File: config.mk
export PLATFORM = sky130hd
export DESIGN_NAME = regbank_dump_ctrl_flat
export DESIGN_NICKNAME = d
export VERILOG_FILES = /design/src/rtl/regbank_dump_ctrl_if.sv /design/src/rtl/regbank_dump_ctrl.sv /design/src/flat_wrapper.sv
export SDC_FILE = /design/constraint.sdc
export NUM_CORES = 1
export LEC_CHECK = 0
export CORE_ASPECT_RATIO = 1.75
export CORE_MARGIN = 2
export CORE_UTILIZATION = 35
export DETAILED_ROUTE_END_ITERATION = 16
export GPL_ROUTABILITY_DRIVEN = 1
export GPL_TIMING_DRIVEN = 0
export HOLD_SLACK_MARGIN = 0.06
export PLACE_DENSITY_LB_ADDON = 0.1
export RECOVER_POWER = 50
export SYNTH_ARGS = -nofsm -noshare
export SYNTH_HDL_FRONTEND = slang
export SYNTH_SLANG_ARGS = --single-unit
File: constraint.sdc
create_clock -name i_clk -period 2.75 [get_ports i_clk]
set_input_delay 0.825 -clock i_clk [delete_from_list [all_inputs] [get_ports i_clk]]
set_output_delay 0.825 -clock i_clk [all_outputs]
set_load 0.1 [all_outputs]
File: src/rtl/regbank_dump_ctrl_if.sv
// Bundle of the signals exchanged between the register-bank dump sequencer
// and its environment: debug-unit start/busy/done, one register-bank read
// port, and the byte handshake towards the UART transmitter.
// The sequencer takes the master side; the debug unit, bank and UART TX
// together take the slave side.
interface regbank_dump_ctrl_if #(
   parameter int ADDR_LENGTH = 5,
   parameter int DATA_LENGTH = 32,
   parameter int BYTE_WIDTH  = 8
);

   // Debug-unit side
   logic                   i_start;
   logic                   o_busy;
   logic                   o_done;

   // Register-bank read port (data is combinational from the address)
   logic [ADDR_LENGTH-1:0] o_reg_addr;
   logic [DATA_LENGTH-1:0] i_rgD;

   // UART TX byte handshake
   logic [BYTE_WIDTH-1:0]  o_tx_data;
   logic                   o_tx_start;
   logic                   i_tx_done;

   modport master (
      input  i_start,
      input  i_rgD,
      input  i_tx_done,
      output o_busy,
      output o_done,
      output o_reg_addr,
      output o_tx_data,
      output o_tx_start
   );

   modport slave (
      output i_start,
      output i_rgD,
      output i_tx_done,
      input  o_busy,
      input  o_done,
      input  o_reg_addr,
      input  o_tx_data,
      input  o_tx_start
   );

endinterface

File: src/rtl/regbank_dump_ctrl.sv
// Register-bank dump sequencer.
// On a start request it walks the bank from address 0 up to BANK_SIZE-1,
// captures each word, and streams it MSB-first as BYTE_WIDTH-bit bytes to
// the UART transmitter, one start/done handshake per byte. Only used while
// the pipeline is halted, so the bank contents are stable during a dump.
module regbank_dump_ctrl #(
   parameter int BANK_SIZE   = 32,
   parameter int ADDR_LENGTH = 5,
   parameter int DATA_LENGTH = 32,
   parameter int BYTE_WIDTH  = 8
) (
   input  logic                i_clk,
   input  logic                i_rst,
   regbank_dump_ctrl_if.master bus
);

   localparam int BYTES_PER_WORD = DATA_LENGTH / BYTE_WIDTH;
   localparam int CNT_W          = (BYTES_PER_WORD > 1) ? $clog2(BYTES_PER_WORD) : 1;

   localparam logic [CNT_W-1:0]       LAST_BYTE = CNT_W'(BYTES_PER_WORD - 1);
   localparam logic [ADDR_LENGTH-1:0] LAST_ADDR = ADDR_LENGTH'(BANK_SIZE - 1);

   typedef enum logic [2:0] {
      S_IDLE,   // waiting for a dump request
      S_LOAD,   // capture the word at the current address
      S_SEND,   // one-cycle transmit request for the current byte
      S_WAIT,   // byte in flight, waiting for the TX acknowledge
      S_NEXT,   // word finished, advance the address or finish
      S_DONE    // one-cycle completion pulse
   } state_t;

   state_t                  state_q;
   state_t                  state_d;

   logic [DATA_LENGTH-1:0]  shift_q;      // current word, next byte at the top
   logic [DATA_LENGTH-1:0]  shift_next;   // word after dropping the byte just sent
   logic [CNT_W-1:0]        byte_cnt_q;   // index of the byte in flight
   logic [ADDR_LENGTH-1:0]  addr_q;       // register being dumped
   logic [BYTE_WIDTH-1:0]   tx_data_q;    // byte presented to the UART

   logic                    last_byte;
   logic                    last_addr;

   assign last_byte  = (byte_cnt_q == LAST_BYTE);
   assign last_addr  = (addr_q == LAST_ADDR);
   assign shift_next = shift_q << BYTE_WIDTH;

   // State register; reset is asynchronous so a dump can be aborted at once
   always_ff @(posedge i_clk or posedge i_rst) begin
      // NOTE: sequential state uses non-blocking assignments so every
      // register samples pre-edge values regardless of block ordering.
      if (i_rst) begin
         state_q <= S_IDLE;
      end else begin
         state_q <= state_d;
      end
   end

   // Next-state logic: walk LOAD -> (SEND -> WAIT) x bytes -> NEXT per word
   always_comb begin
      // NOTE: default assignment first so no path leaves state_d unassigned,
      // which would otherwise infer a latch.
      state_d = state_q;
      case (state_q)
         S_IDLE: begin
            if (bus.i_start) begin
               state_d = S_LOAD;
            end
         end
         S_LOAD: begin
            state_d = S_SEND;
         end
         S_SEND: begin
            // An acknowledge arriving together with the request is not ours
            state_d = S_WAIT;
         end
         S_WAIT: begin
            if (bus.i_tx_done) begin
               state_d = last_byte ? S_NEXT : S_SEND;
            end
         end
         S_NEXT: begin
            state_d = last_addr ? S_DONE : S_LOAD;
         end
         S_DONE: begin
            state_d = S_IDLE;
         end
         default: begin
            state_d = S_IDLE;
         end
      endcase
   end

   // Datapath: address, byte counter, word shift register and output byte
   always_ff @(posedge i_clk or posedge i_rst) begin
      if (i_rst) begin
         // NOTE: the word shift register is ordinary flops, not a memory
         // array, so it is cleared with the rest to keep reset state defined.
         addr_q     <= '0;
         byte_cnt_q <= '0;
         shift_q    <= '0;
         tx_data_q  <= '0;
      end else begin
         case (state_q)
            S_IDLE: begin
               if (bus.i_start) begin
                  addr_q     <= '0;
                  byte_cnt_q <= '0;
               end
            end
            S_LOAD: begin
               // The byte is staged here so it is already valid in the
               // cycle that carries its transmit request.
               shift_q   <= bus.i_rgD;
               tx_data_q <= bus.i_rgD[DATA_LENGTH-1 -: BYTE_WIDTH];
            end
            S_WAIT: begin
               if (bus.i_tx_done && !last_byte) begin
                  byte_cnt_q <= byte_cnt_q + CNT_W'(1);
                  shift_q    <= shift_next;
                  tx_data_q  <= shift_next[DATA_LENGTH-1 -: BYTE_WIDTH];
               end
            end
            S_NEXT: begin
               // The address stops at the last register; it never wraps
               if (!last_addr) begin
                  addr_q     <= addr_q + ADDR_LENGTH'(1);
                  byte_cnt_q <= '0;
               end
            end
            S_DONE: begin
               addr_q <= '0;
            end
            default: begin
            end
         endcase
      end
   end

   // Outputs: pulses are decodes of the registered state, so each lasts
   // exactly one cycle and start/done can never overlap
   always_comb begin
      bus.o_tx_start = (state_q == S_SEND);
      bus.o_done     = (state_q == S_DONE);
      bus.o_busy     = (state_q != S_IDLE);
      bus.o_reg_addr = addr_q;
      bus.o_tx_data  = tx_data_q;
   end

endmodule
File: src/flat_wrapper.sv
// flat-port wrapper written by rule: the top's interface ports become plain ports
module regbank_dump_ctrl_flat 
#(
   parameter int BANK_SIZE   = 32,
   parameter int ADDR_LENGTH = 5,
   parameter int DATA_LENGTH = 32,
   parameter int BYTE_WIDTH  = 8
)
  (i_clk, i_rst, bus_i_start, bus_i_rgD, bus_i_tx_done, bus_o_busy, bus_o_done, bus_o_reg_addr, bus_o_tx_data, bus_o_tx_start);
  regbank_dump_ctrl_if #(.ADDR_LENGTH(ADDR_LENGTH), .DATA_LENGTH(DATA_LENGTH), .BYTE_WIDTH(BYTE_WIDTH)) bus_i ();
  input  logic i_clk;
  input  logic i_rst;
  input wire logic [$bits(bus_i.i_start)-1:0] bus_i_start;
  input wire logic [$bits(bus_i.i_rgD)-1:0] bus_i_rgD;
  input wire logic [$bits(bus_i.i_tx_done)-1:0] bus_i_tx_done;
  output wire logic [$bits(bus_i.o_busy)-1:0] bus_o_busy;
  output wire logic [$bits(bus_i.o_done)-1:0] bus_o_done;
  output wire logic [$bits(bus_i.o_reg_addr)-1:0] bus_o_reg_addr;
  output wire logic [$bits(bus_i.o_tx_data)-1:0] bus_o_tx_data;
  output wire logic [$bits(bus_i.o_tx_start)-1:0] bus_o_tx_start;
  assign bus_i.i_start = bus_i_start;
  assign bus_i.i_rgD = bus_i_rgD;
  assign bus_i.i_tx_done = bus_i_tx_done;
  assign bus_o_busy = bus_i.o_busy;
  assign bus_o_done = bus_i.o_done;
  assign bus_o_reg_addr = bus_i.o_reg_addr;
  assign bus_o_tx_data = bus_i.o_tx_data;
  assign bus_o_tx_start = bus_i.o_tx_start;
  regbank_dump_ctrl #(.BANK_SIZE(BANK_SIZE), .ADDR_LENGTH(ADDR_LENGTH), .DATA_LENGTH(DATA_LENGTH), .BYTE_WIDTH(BYTE_WIDTH)) u_core (.i_clk(i_clk), .i_rst(i_rst), .bus(bus_i));
endmodule
---- Word level (Yosys, flattened, before mapping) ----
Index checks and enable logic that the tools add are counted.
word-level totals
  register bits ........................... 42
  bits of input ports ..................... 36
cells by class
  $add $sub $neg .......................... 2
  equality and inequality tests ........... 11
  muxes and demuxes ....................... 16
  reductions and logical operators ........ 11
operators by type and width
  operator             number
  $pmux 24 s2          1
  $mux 24              1
  $pmux 8 s2           1
  $pmux 3 s5           1
  $pmux 5 s3           1
  $mux 3               4
  $mux 5               2
  $reduce_bool 3->1    3
  $mux 8               1
  $eq 3x2->1 const B   2
  $eq 3x3->1 const B   2
  $mux 2               3
  $ne 2x2->1 const B   3
  $pmux 2 s3           1
  $add 5x1->5 const B  1
  $eq 5x5->1 const B   1
  $reduce_and 2->1     2
  $reduce_and 4->1     1
  $eq 3x1->1 const B   1
  $logic_not 3->1      1
  $reduce_and 3->1     1
  $add 2x1->2 const B  1
  $eq 2x2->1 const B   1
  $ne 2x1->1 const B   1
  3 further kinds      3

---- Logic depth before layout (Yosys ltp) ----
Gate-level depths: netlist (run 1).
  depth in word-level cells ............... 5
  mapped depth ............................ 7
  mapped depth without buffers ............ 7

---- Worst setup path after synthesis (run 1) ----
OpenSTA, ideal clock, no wires.
  kind .................................... reg2out
  start ................................... register u_core.state_q[1]
  end ..................................... output bus_o_tx_start
  arrival ................................. 2.959 ns
  slack ................................... -1.034 ns
  cell stages (with the launch flop) ...... 5
  path buffers ............................ 2
  path through ............................ dfrtp_1 clkbuf_8 clkinv_1 buf_2 nor3_1
between the ends
  cells in the longest elaborated chain, start to end .. 1
ends and longest elaborated chain
  what                      RTL line                  RTL
  start: declaration        regbank_dump_ctrl.sv:32   state_t state_q;
  start signal: assignment  regbank_dump_ctrl.sv:55   state_q <= state_d;
  $eq 3x2->1                regbank_dump_ctrl.sv:143  bus.o_tx_start = (state_q == S_SEND);
  end: declaration          flat_wrapper.sv:20        output wire logic [$bits(bus_i.o_tx_start)-1:0] bus_o_tx_start;
No other way between the ends.

---- Final worst setup path (run 1) ----
  start ................................... register u_core.addr_q[0] (netlist: u_core.bus.o_reg_addr[0])
  end ..................................... output bus_o_reg_addr[0]
RTL lines
  what                      RTL line                  RTL
  start: declaration        regbank_dump_ctrl.sv:38   logic [ADDR_LENGTH-1:0] addr_q;
  start signal: assignment  regbank_dump_ctrl.sv:127  addr_q <= addr_q + ADDR_LENGTH'(1);
  end: declaration          flat_wrapper.sv:18        output wire logic [$bits(bus_i.o_reg_addr)-1:0] bus_o_reg_addr;
No word-level cell between the ends.

==> results of run 1 <==
[flip-flops by register name, indices dropped and copies added, names as in the netlist]
signal,count
u_core.bus.o_reg_addr,5
u_core.bus.o_tx_data,8
u_core.byte_cnt_q,2
u_core.shift_q,24
u_core.state_q,3
[worst min-delay path, stage by stage, from the launching register on]
cell     delay, ns
dfrtp_1       0.34
nand2_1       0.04
o21ai_0       0.06
[area by class of cell]
class                      instances  area share (%)
tap                               76            3.48
clock buffer                       6            3.03
inverter                           8            1.24
clock inverter                     2            2.20
buffer                            15            3.76
sequential                        42            38.5
multi-input combinational        124            28.9
timing repair buffer              52            18.8
[timing repair]
action	in CTS	in global routing
pin swaps	0	0
cloned	0	0
gates resized for setup	18	3
endpoints found under the setup margin	3	4
[through the flow]
stage | instance area (um^2) | utilization [%] | instances | setup WS (ns)
floorplan | 1980 | - | 189 | 0.239
global placement | 2590 | 47.1 | 316 | -0.505
detailed placement | 2610 | 47.4 | 317 | -0.503
CTS | 2740 | 49.9 | 325 | 0.00906
global route | 2730 | 49.7 | 325 | 0.0121
finish | 2730 | 49.7 | 325 | 0.0672
[final timing paths]
| kind | end | slack, ns |
|---|---|---|
| worst max-delay path | bus_o_reg_addr[0] | 0.07 |
| worst min-delay path | u_core.bus.o_tx_data[3] | 0.48 |
| worst max register to register | u_core.bus.o_reg_addr[4] | 0.67 |
| worst min register to register | u_core.bus.o_tx_data[3] | 0.48 |
| max in group asynchronous | u_core.shift_q[7] | 0.63 |
| min in group asynchronous | u_core.bus.o_reg_addr[4] | 1.02 |
[kinds of logic (layout without fill, tap and decap cells)]
family	Yosys count	count (layout)	synth area share (%)
adders and majority gates	3	3	1.91
buffers and inverters	23	83	7.11
DFF	42	42	53.4
and+or+nand+nor	48	48	13.7
muxes	3	3	1.65
AOI/OAI and AO/OA	70	70	22.3
[Yosys cell counts]
library cell / count / area [um^2]
a21o_1: 1 / 7.51
or3_2: 1 / 7.51
and3b_2: 1 / 10.0
mux2i_1: 1 / 10.0
a21oi_1: 1 / 5.00
and3_2: 3 / 22.5
a21oi_2: 1 / 8.76
or4b_1: 1 / 10.0
buf_6: 4 / 45.0
nand2_4: 1 / 11.3
mux2_2: 2 / 22.5
clkbuf_1: 3 / 11.3
clkinv_1: 1 / 3.75
ha_1: 3 / 37.5
nor2_1: 3 / 11.3
o221ai_1: 1 / 8.76
a22o_1: 8 / 70.1
buf_4: 2 / 15.0
and3_1: 1 / 6.26
nand2b_1: 3 / 18.8
o22ai_1: 25 / 156
buf_2: 5 / 25.0
o31ai_1: 1 / 7.51
or4_4: 1 / 11.3
nand2b_4: 1 / 13.8
dfrtp_1: 42 / 1050
nand2_1: 25 / 93.8
clkbuf_8: 1 / 13.8
nor2_8: 1 / 20.0
o21ai_0: 29 / 145
nor3_1: 2 / 10.0
nand3_1: 2 / 10.0
o211ai_2: 1 / 12.5
nand4_1: 2 / 12.5
o311ai_0: 2 / 17.5
inv_1: 7 / 26.3
[power breakdown]
part / internal [uW] / total (uW) / switching [uW]
Combinational: 574 / 1720 / 1140
Clock: 387 / 606 / 219
Sequential: 847 / 979 / 132
Total: 1810 / 3300 / 1490
[per-layer routing]
layer | part of all wire, % | up-vias | routed length (um) | GRT usage (%)
met4 | 1.7 | 0 | 83 | 6.52
met1 | 39 | 767 | 1910 | 19.3
li1 | - | 805 | - | -
met3 | 4.9 | 7 | 242 | 3.86
met5 | 0 | - | 0 | 0
met2 | 55 | 40 | 2700 | 29.9
==> reports/metrics.json, run 1 <==
{
  "via_per_inst": {"value": 4.98},
  "min-delay-start": {"value": "u_core.bus.o_tx_data[3]"},
  "floorplan.io_pins": {"value": 52},
  "timing.hold.worst.class": {"value": "reg -> reg"},
  "critical_path.reg2reg.startpoint": {"value": "u_core.bus.o_reg_addr[0]"},
  "setup_viol": {"value": 0},
  "yosysSeqAreaShare": {"value": 53.4, "unit": "%"},
  "share_of_layout_cells_above_drive_strength_1": {"value": 15.3, "unit": "%"},
  "tritoncts_clock_tree": {"value": "yes"},
  "clock_latency": {"value": 0.30, "unit": "ns"},
  "worst_ir_drop_vdd": {"value": 0.623, "unit": "mV"},
  "cp.buffers_inverters": {"value": 1},
  "global_route_wire_length_before_repair": {"value": 7850, "unit": "um"},
  "cpPeakStageDelay": {"value": 1.15, "unit": "ns"},
  "worst_r2r_path_cells": {"value": 7},
  "syn-instance-count": {"value": 189},
  "fp-row-count": {"value": 36},
  "synth.distinct_cells": {"value": 36},
  "synthesis.area_per_instance": {"value": 10.4, "unit": "um^2"},
  "avgRoutedWirePerCell": {"value": 15.2, "unit": "um"},
  "worstSetupPathDepth": {"value": 1},
  "synth_area": {"value": 1970, "unit": "um^2"},
  "slowest_stage": {"value": "clkdlybuf4s50_1"},
  "drt-pass1-iter-count": {"value": 4},
  "holdWs": {"value": 0.480, "unit": "ns"},
  "grt.total_usage": {"value": 16.9, "unit": "%"},
  "cp_data_required_time": {"value": 1.93, "unit": "ns"},
  "leading_cell_type_in_the_layout_fill_and_taps_excluded": {"value": "clkdlybuf4s50_1"},
  "worst_slew_pin_tran": {"value": 0.971, "unit": "ns"},
  "detailedRoute.firstIterationViolations": {"value": 42},
  "cts_made_buffers": {"value": 5},
  "fp.dieArea": {"value": 6270, "unit": "um^2"},
  "route.vias.total": {"value": 1619},
  "maximum_number_of_pins_on_one_net_before_global_route_repair": {"value": 30},
  "drc_errors": {"value": 0},
  "path_cells": {"value": "clkdlybuf4s50_1"},
  "max_transition_viols_final": {"value": 0},
  "outcome": {"value": "complete, no violations"},
  "seqCellArea": {"value": 1050, "unit": "um^2"},
  "clk_pin_slew": {"value": 0.08, "unit": "ns"},
  "initial_utilization": {"value": 35.8, "unit": "%"},
  "final.period_utilization": {"value": 97.6, "unit": "%"},
  "hold_depth": {"value": 2},
  "final_hold_viol_count": {"value": 0},
  "setup_total_negative_slack": {"value": 0, "unit": "ns"},
  "timing.clock.skew": {"value": 0.0151, "unit": "ns"},
  "globalplace.congestion": {"value": 0.733},
  "power.density": {"value": 1210, "unit": "nW/um^2"},
  "detail-route-antenna-nets": {"value": 0},
  "startpoint": {"value": "u_core.bus.o_reg_addr[0]"},
  "cts_hold_buffers": {"value": 0},
  "n_antenna_cell": {"value": 0},
  "cts_post_setup_buffers_inserted": {"value": 0},
  "p_leak": {"value": 0.00122, "unit": "uW"},
  "wl": {"value": 4930, "unit": "um"},
  "slew_headroom": {"value": 35.0, "unit": "%"},
  "postSynthNetCount": {"value": 228},
  "num-fill-cells": {"value": 565},
  "worst_setup_path_end_kind": {"value": "output pin"},
  "grt_antenna_before_repair": {"value": 0},
  "floorplan.die.height": {"value": 103, "unit": "um"},
  "cts_root_buf": {"value": "clkbuf_8"},
  "hpwlAfterDp": {"value": 3670, "unit": "um"},
  "net_total_in_the_final_layout": {"value": 287},
  "arrival_time_worst_endpoint": {"value": 1.86, "unit": "ns"},
  "clk_path_buf_depth": {"value": 2},
  "critical-path-top-delay-family": {"value": "buffers and inverters"},
  "unrepaired_setup_endpoints_after_global_routing": {"value": "false"},
  "cap_violations": {"value": 0},
  "ys_seq_elements": {"value": 42},
  "cts.sinks": {"value": 42},
  "area_delta_synth_final": {"value": 38.6, "unit": "%"},
  "worst_setup_path_start_kind": {"value": "flop"},
  "port-buffer-count": {"value": 51},
  "finalCriticalPeriod": {"value": 2.68, "unit": "ns"},
  "timing.fmax": {"value": 373, "unit": "MHz"},
  "overflow": {"value": 0},
  "ys.warnings.count": {"value": 0},
  "timing.setup.critical_path_class": {"value": "reg -> out"},
  "post-layout-total-power": {"value": 3300, "unit": "uW"},
  "first_global_vias": {"value": 1598},
  "layout.cells.most_common_list": {"value": "clkdlybuf4s50_1, dfrtp_1, o21ai_0"},
  "peak_fanout_along_the_critical_path": {"value": 4},
  "coreArea": {"value": 5500, "unit": "um^2"},
  "fp.dieW": {"value": 60.7, "unit": "um"},
  "htree_num_levels": {"value": 2},
  "multi_input_comb_area": {"value": 790, "unit": "um^2"}
}
(Power assumes the default switching activity.)
==> inputs of run 2 (changes only) <==
--- a/config.mk
+++ b/config.mk
@@ -7,13 +7,14 @@
 export LEC_CHECK = 0
 export CORE_ASPECT_RATIO = 1.75
 export CORE_MARGIN = 2
-export CORE_UTILIZATION = 35
+export CORE_UTILIZATION = 50
 export DETAILED_ROUTE_END_ITERATION = 16
 export GPL_ROUTABILITY_DRIVEN = 1
 export GPL_TIMING_DRIVEN = 0
 export HOLD_SLACK_MARGIN = 0.06
 export PLACE_DENSITY_LB_ADDON = 0.1
 export RECOVER_POWER = 50
+export REMOVE_ABC_BUFFERS = 1
 export SYNTH_ARGS = -nofsm -noshare
 export SYNTH_HDL_FRONTEND = slang
 export SYNTH_SLANG_ARGS = --single-unit
==> run 2 against run 1 <==
  * The flow now finishes with violations (max-capacitance violations, max-slew violations)
  * Total power down 6.6%
  * Sequential power up 7%
  * Global-route usage up 4.1 points
  * Register-to-register slack got worse by 0.15 ns
  * First-iteration DRC count down 50%
  * Maximum frequency fell by 0.65%
  * Flip-flop and latch count unchanged
  * Count of clock-buffer cells in the layout is the same
  * Critical path type unchanged
  * Largest power group unchanged
==> reports/metrics.json, run 2 (synthesis gave the netlist of run 1 again) <==
{
  "finalCriticalPeriod": {"value": 2.70, "unit": "ns"},
  "route.vias.total": {"value": 1594},
  "cp.buffers_inverters": {"value": 1},
  "worstSetupPathDepth": {"value": 1},
  "largest-register": {"value": "u_core.shift_q"},
  "timing.setup.critical_path_class": {"value": "reg -> out"},
  "htree_num_levels": {"value": 2},
  "coreArea": {"value": 3830, "unit": "um^2"},
  "final.period_utilization": {"value": 98.2, "unit": "%"},
  "grt_antenna_before_repair": {"value": 0},
  "initial_utilization": {"value": 51.4, "unit": "%"},
  "layout.cells.most_common_list": {"value": "clkdlybuf4s50_1, dfrtp_1, o21ai_0"},
  "fp.dieArea": {"value": 4480, "unit": "um^2"},
  "cap_violations": {"value": 1},
  "unrepaired_setup_endpoints_after_global_routing": {"value": "false"},
  "cp_data_required_time": {"value": 1.93, "unit": "ns"},
  "worst_slack": {"value": 0.0498, "unit": "ns"},
  "intPower": {"value": 1680, "unit": "uW"},
  "leading_cell_type_in_the_layout_fill_and_taps_excluded": {"value": "clkdlybuf4s50_1"},
  "floorplan.die.height": {"value": 87.0, "unit": "um"},
  "floorplan.io_pins": {"value": 52},
  "path_cells": {"value": "clkdlybuf4s50_1"},
  "reg2reg_slack": {"value": 0.52, "unit": "ns"},
  "multi_input_comb_area": {"value": 774, "unit": "um^2"},
  "place.detailed.instances": {"value": 273},
  "min_to": {"value": "u_core.bus.o_tx_data[1]"},
  "worst_r2r_path_cells": {"value": 7},
  "cts_made_buffers": {"value": 5},
  "detailedRoute.firstIterationViolations": {"value": 21},
  "outcome": {"value": "complete, but fails checks"},
  "area_delta_synth_final": {"value": 30.4, "unit": "%"},
  "detail-route-antenna-nets": {"value": 0},
  "critical-path-top-delay-family": {"value": "buffers and inverters"},
  "fp-row-count": {"value": 30},
  "hpwlAfterDp": {"value": 2890, "unit": "um"},
  "seqCellArea": {"value": 1050, "unit": "um^2"},
  "postLayoutCoreUtil": {"value": 67.1, "unit": "%"},
  "timing.clock.skew": {"value": 0.00566, "unit": "ns"},
  "clk_pin_slew": {"value": 0.08, "unit": "ns"},
  "power_switching": {"value": 1410, "unit": "uW"},
  "slew_headroom": {"value": -4.37, "unit": "%"},
  "cts_post_setup_buffers_inserted": {"value": 0},
  "global_route_wire_length_before_repair": {"value": 7160, "unit": "um"},
  "hold_depth": {"value": 2},
  "worst_case_setup_slack_after_placement": {"value": -0.998, "unit": "ns"},
  "wl": {"value": 4200, "unit": "um"},
  "combinational_share_of_power": {"value": 46.6, "unit": "%"},
  "min-delay-start": {"value": "u_core.bus.o_tx_data[1]"},
  "tritoncts_clock_tree": {"value": "yes"},
  "peak_fanout_along_the_critical_path": {"value": 5},
  "clock_latency": {"value": 0.29, "unit": "ns"},
  "worst_ir_drop_vdd": {"value": 1.48, "unit": "mV"},
  "startpoint": {"value": "u_core.bus.o_reg_addr[3]"},
  "overflow": {"value": 0},
  "timing.fmax": {"value": 370, "unit": "MHz"},
  "critical_path.reg2reg.startpoint": {"value": "u_core.bus.o_reg_addr[0]"},
  "avgRoutedWirePerCell": {"value": 15.0, "unit": "um"},
  "swShare": {"value": 45.6, "unit": "%"},
  "share_of_layout_cells_above_drive_strength_1": {"value": 10.7, "unit": "%"},
  "largest_reg_flops": {"value": 24},
  "port-buffer-count": {"value": 51},
  "arrival_time_worst_endpoint": {"value": 1.88, "unit": "ns"},
  "num-fill-cells": {"value": 323},
  "via_per_inst": {"value": 5.67},
  "post-layout-total-power": {"value": 3080, "unit": "uW"},
  "cts_root_buf": {"value": "clkbuf_8"},
  "worst_setup_path_start_kind": {"value": "flop"},
  "net_total_in_the_final_layout": {"value": 271},
  "setup_total_negative_slack": {"value": 0, "unit": "ns"},
  "final_hold_viol_count": {"value": 0},
  "worst_setup_path_end_kind": {"value": "output pin"},
  "drt-pass1-iter-count": {"value": 4},
  "clk_path_buf_depth": {"value": 2},
  "timing.hold.worst.class": {"value": "reg -> reg"},
  "pwr-share-clk": {"value": 19.4, "unit": "%"},
  "cts.sinks": {"value": 42},
  "slowest_stage": {"value": "clkdlybuf4s50_1"},
  "seq_power_share": {"value": 34.0, "unit": "%"},
  "first_global_vias": {"value": 1643},
  "grt.total_usage": {"value": 21.1, "unit": "%"},
  "setup_viol": {"value": 0},
  "globalplace.congestion": {"value": 0.690},
  "cpPeakStageDelay": {"value": 1.16, "unit": "ns"},
  "failed_checks": {"value": "max-capacitance violations, max-slew violations"},
  "drc_errors": {"value": 0},
  "maximum_number_of_pins_on_one_net_before_global_route_repair": {"value": 57},
  "max_transition_viols_final": {"value": 43},
  "fp.dieW": {"value": 51.4, "unit": "um"},
  "p_leak": {"value": 0.00114, "unit": "uW"},
  "n_antenna_cell": {"value": 0},
  "worst_slew_pin_tran": {"value": 1.56, "unit": "ns"},
  "capture_point_of_the_worst_reg_to_reg_path": {"value": "u_core.bus.o_reg_addr[1]"},
  "final_cell_count_no_fill": {"value": 281},
  "power.density": {"value": 1200, "unit": "nW/um^2"}
}
run 2: changes by cell type in the layout (fill, tap and decap cells not counted), moves of 2 or more:
| cell | before | now |
|---|---|---|
| buf_6 | 4 | 0 |
| buf_4 | 3 | 0 |
| buf_2 | 6 | 2 |
| clkdlybuf4s50_1 | 44 | 46 |
| clkbuf_1 | 4 | 0 |
run 2: power by group through the flow:
stage / sequential, uW / combinational (uW) / clock (uW)
final: 1050 / 1440 / 599
after detailed placement: 1050 / 1450 / 0
after global routing: 1080 / 1570 / 634
after CTS: 1050 / 1450 / 607
after global placement: 1040 / 1410 / 0
after floorplan: 1380 / 743 / 0
run 2: through the flow:
step / cell area (um^2) / hold WS [ns]
4_1_cts: 2580 / 0.490
3_5_place_dp: 2430 / 0.472
6_report: 2570 / 0.489
2_1_floorplan: 1860 / 0.450
3_3_place_gp: 2430 / 0.462
5_1_grt: 2570 / 0.526
run 2: how the worst max path moves through the flow:
stage	to	slack (ns)
global route	bus_o_reg_addr[3]	0.01
floorplan	bus_o_tx_start	-1.37
finish	bus_o_reg_addr[3]	0.05
CTS	bus_o_tx_start	0.02
detailed placement	bus_o_tx_start	-1.0
global placement	bus_o_tx_start	-0.96
run 2: cell type report:
| cell class | count | area share [%] |
|---|---|---|
| clock buffer | 6 | 3.21 |
| clock inverter | 2 | 2.34 |
| inverter | 8 | 1.36 |
| multi-input combinational | 124 | 30.2 |
| sequential | 42 | 41.0 |
| tap | 48 | 2.34 |
| timing repair buffer | 51 | 19.6 |
run 2: timing repair:
action,4_1_cts,5_1_grt
endpoints found under the setup margin,3,3
resized for setup,14,4
pin swaps,0,0
hold buffers,0,0
run 2: metal layers:
layer  wire length (um)  GRT usage, %
met5                  0             0
met4                 66          8.85
met3                161          4.81
met2               2220          37.9
met1               1750          23.1
==> inputs of run 3 (changes only) <==
--- a/config.mk
+++ b/config.mk
@@ -5,9 +5,12 @@
 export SDC_FILE = /design/constraint.sdc
 export NUM_CORES = 1
 export LEC_CHECK = 0
+export CELL_PAD_IN_SITES_DETAIL_PLACEMENT = 0
+export CELL_PAD_IN_SITES_GLOBAL_PLACEMENT = 1
 export CORE_ASPECT_RATIO = 1.75
 export CORE_MARGIN = 2
-export CORE_UTILIZATION = 50
+export CORE_UTILIZATION = 41
+export CTS_BUF_LIST = sky130_fd_sc_hd__clkbuf_4
 export DETAILED_ROUTE_END_ITERATION = 16
 export GPL_ROUTABILITY_DRIVEN = 1
 export GPL_TIMING_DRIVEN = 0
@@ -15,6 +18,7 @@
 export PLACE_DENSITY_LB_ADDON = 0.1
 export RECOVER_POWER = 50
 export REMOVE_ABC_BUFFERS = 1
+export SLEW_MARGIN = 20
 export SYNTH_ARGS = -nofsm -noshare
 export SYNTH_HDL_FRONTEND = slang
 export SYNTH_SLANG_ARGS = --single-unit
==> run 3 against run 2 <==
  * The flow now finishes without violations
  * Count of clock-buffer cells in the layout unchanged
  * Critical path depth stayed put
  * Sequential share of layout area up 1.4 points
  * Final area is 3.3% lower
  * First-iteration DRC count up 33%
  * Utilization shrank 14 points
  * Largest cell class unchanged
==> reports/metrics.json, run 3 (synthesis gave the netlist of run 1 again) <==
{
  "drt-pass1-iter-count": {"value": 4},
  "share_of_layout_cells_above_drive_strength_1": {"value": 10.7, "unit": "%"},
  "timing.clock.skew": {"value": 0.00409, "unit": "ns"},
  "final_hold_viol_count": {"value": 0},
  "setup_total_negative_slack": {"value": 0, "unit": "ns"},
  "detailedRoute.firstIterationViolations": {"value": 28},
  "global_route_wire_length_before_repair": {"value": 7180, "unit": "um"},
  "clk_path_buf_depth": {"value": 2},
  "num-fill-cells": {"value": 445},
  "cp.buffers_inverters": {"value": 1},
  "route.vias.total": {"value": 1605},
  "first_global_vias": {"value": 1530},
  "hold_depth": {"value": 2},
  "wl": {"value": 4350, "unit": "um"},
  "path_cells": {"value": "clkdlybuf4s50_1"},
  "worst_ir_drop_vdd": {"value": 1.27, "unit": "mV"},
  "peak_fanout_along_the_critical_path": {"value": 3},
  "timing.setup.critical_path_class": {"value": "reg -> out"},
  "detail-route-antenna-nets": {"value": 0},
  "worst_slew_pin_tran": {"value": 1.00, "unit": "ns"},
  "net_total_in_the_final_layout": {"value": 272},
  "cpPeakStageDelay": {"value": 1.14, "unit": "ns"},
  "final.period_utilization": {"value": 97.7, "unit": "%"},
  "worstSetupPathDepth": {"value": 1},
  "final_cell_count_no_fill": {"value": 286},
  "clk_pin_slew": {"value": 0.12, "unit": "ns"},
  "arrival_time_worst_endpoint": {"value": 1.86, "unit": "ns"},
  "max_transition_viols_final": {"value": 0},
  "worst_case_setup_slack_after_placement": {"value": -1.05, "unit": "ns"},
  "cts.sinks": {"value": 42},
  "largest_reg_flops": {"value": 24},
  "cts_made_buffers": {"value": 5},
  "critical-path-top-delay-family": {"value": "buffers and inverters"},
  "drc_errors": {"value": 0},
  "fp-row-count": {"value": 33},
  "power.density": {"value": 1120, "unit": "nW/um^2"},
  "slew_headroom": {"value": 33.0, "unit": "%"},
  "multi_input_comb_area": {"value": 774, "unit": "um^2"},
  "setup_viol": {"value": 0},
  "timing.fmax": {"value": 372, "unit": "MHz"},
  "hpwlAfterDp": {"value": 3020, "unit": "um"},
  "coreArea": {"value": 4670, "unit": "um^2"},
  "slowest_stage": {"value": "clkdlybuf4s50_1"},
  "cap_violations": {"value": 0},
  "port-buffer-count": {"value": 51},
  "worst_r2r_path_cells": {"value": 7},
  "grt_antenna_before_repair": {"value": 0},
  "seqCellArea": {"value": 1050, "unit": "um^2"},
  "floorplan.die.height": {"value": 95.7, "unit": "um"},
  "cts_root_buf": {"value": "clkbuf_4"},
  "maximum_number_of_pins_on_one_net_before_global_route_repair": {"value": 57},
  "clock_latency": {"value": 0.33, "unit": "ns"},
  "overflow": {"value": 0},
  "tritoncts_clock_tree": {"value": "yes"},
  "fp.dieArea": {"value": 5400, "unit": "um^2"},
  "cts_post_setup_buffers_inserted": {"value": 0},
  "via_per_inst": {"value": 5.61},
  "cts_hold_buffers": {"value": 0},
  "avgRoutedWirePerCell": {"value": 15.2, "unit": "um"},
  "floorplan.io_pins": {"value": 52},
  "cp_data_required_time": {"value": 1.93, "unit": "ns"},
  "worst_setup_path_end_kind": {"value": "output pin"},
  "cts.repair.resized": {"value": 22},
  "p_leak": {"value": 0.00114, "unit": "uW"},
  "outcome": {"value": "complete, no violations"},
  "largest-register": {"value": "u_core.shift_q"},
  "globalplace.congestion": {"value": 0.749},
  "n_antenna_cell": {"value": 0},
  "worst_slack": {"value": 0.0644, "unit": "ns"},
  "timing.hold.worst.class": {"value": "reg -> reg"},
  "layout.cells.most_common_list": {"value": "clkdlybuf4s50_1, dfrtp_1, o21ai_0"},
  "htree_num_levels": {"value": 2},
  "grt.total_usage": {"value": 16.9, "unit": "%"},
  "worst_setup_path_start_kind": {"value": "flop"},
  "area_delta_synth_final": {"value": 26.2, "unit": "%"},
  "unrepaired_setup_endpoints_after_global_routing": {"value": "false"},
  "initial_utilization": {"value": 42.2, "unit": "%"},
  "place.detailed.instances": {"value": 278},
  "fp.dieW": {"value": 56.4, "unit": "um"},
  "finalCriticalPeriod": {"value": 2.69, "unit": "ns"}
}
[run 3: cell count changes in the layout (fill, tap and decap cells not counted), moves of 2 or more]
| cell | previous run | this run |
|---|---|---|
| clkbuf_4 | 0 | 7 |
| dlygate4sd2_1 | 0 | 3 |
| clkdlybuf4s50_1 | 46 | 41 |
| bufinv_16 | 2 | 0 |
| clkbuf_8 | 6 | 0 |
[run 3: power by group]
part	internal [uW]	switching (uW)	total [uW]	leakage [uW]
logic	433	1000	1440	0.000547
registers	846	199	1050	0.000555
clock network	106	193	299	0.0000331
total	1390	1390	2780	0.00114
[run 3: final cells by class]
class | instances | area share (%)
Sequential cell | 42 | 42.3
Clock buffer | 6 | 1.81
Tap cell | 52 | 2.62
Multi-Input combinational cell | 124 | 31.2
Timing Repair Buffer | 52 | 20.3
Inverter | 8 | 1.41
Clock inverter | 2 | 0.352
[run 3: routing by layer]
layer | vias to the layer above | global-route usage, % | part of all wire (%)
li1 | 777 | - | -
met1 | 787 | 20.5 | 41
met2 | 35 | 29.5 | 53
met3 | 6 | 3.80 | 4.3
met4 | 0 | 5.36 | 1.4
met5 | - | 0 | 0
[run 3: final timing paths]
check,start,slack [ns],end
hold reg to reg,u_core.shift_q[20],0.50,u_core.shift_q[20]
min in group asynchronous,i_rst,0.90,u_core.shift_q[15]
max in group asynchronous,i_rst,0.70,u_core.state_q[1]
hold / removal,u_core.shift_q[20],0.50,u_core.shift_q[20]
setup / recovery,u_core.bus.o_reg_addr[4],0.06,bus_o_reg_addr[4]
setup reg to reg,u_core.bus.o_reg_addr[0],0.48,u_core.bus.o_reg_addr[1]
[run 3: tightest hold or removal path, stage by stage, from the launching register on]
cell	delay, ns
dfrtp_1	0.36
nand2_1	0.05
o21ai_0	0.06
[run 3: metrics by stage]
stage	total power, uW	util [%]	instance area, um^2	hold WS (ns)
floorplan	2120	-	1860	0.450
global placement	2450	52.2	2430	0.462
detailed placement	2520	52.6	2460	0.471
CTS	2810	53.5	2500	0.498
global route	2980	53.3	2480	0.522
finish	2780	53.3	2480	0.496
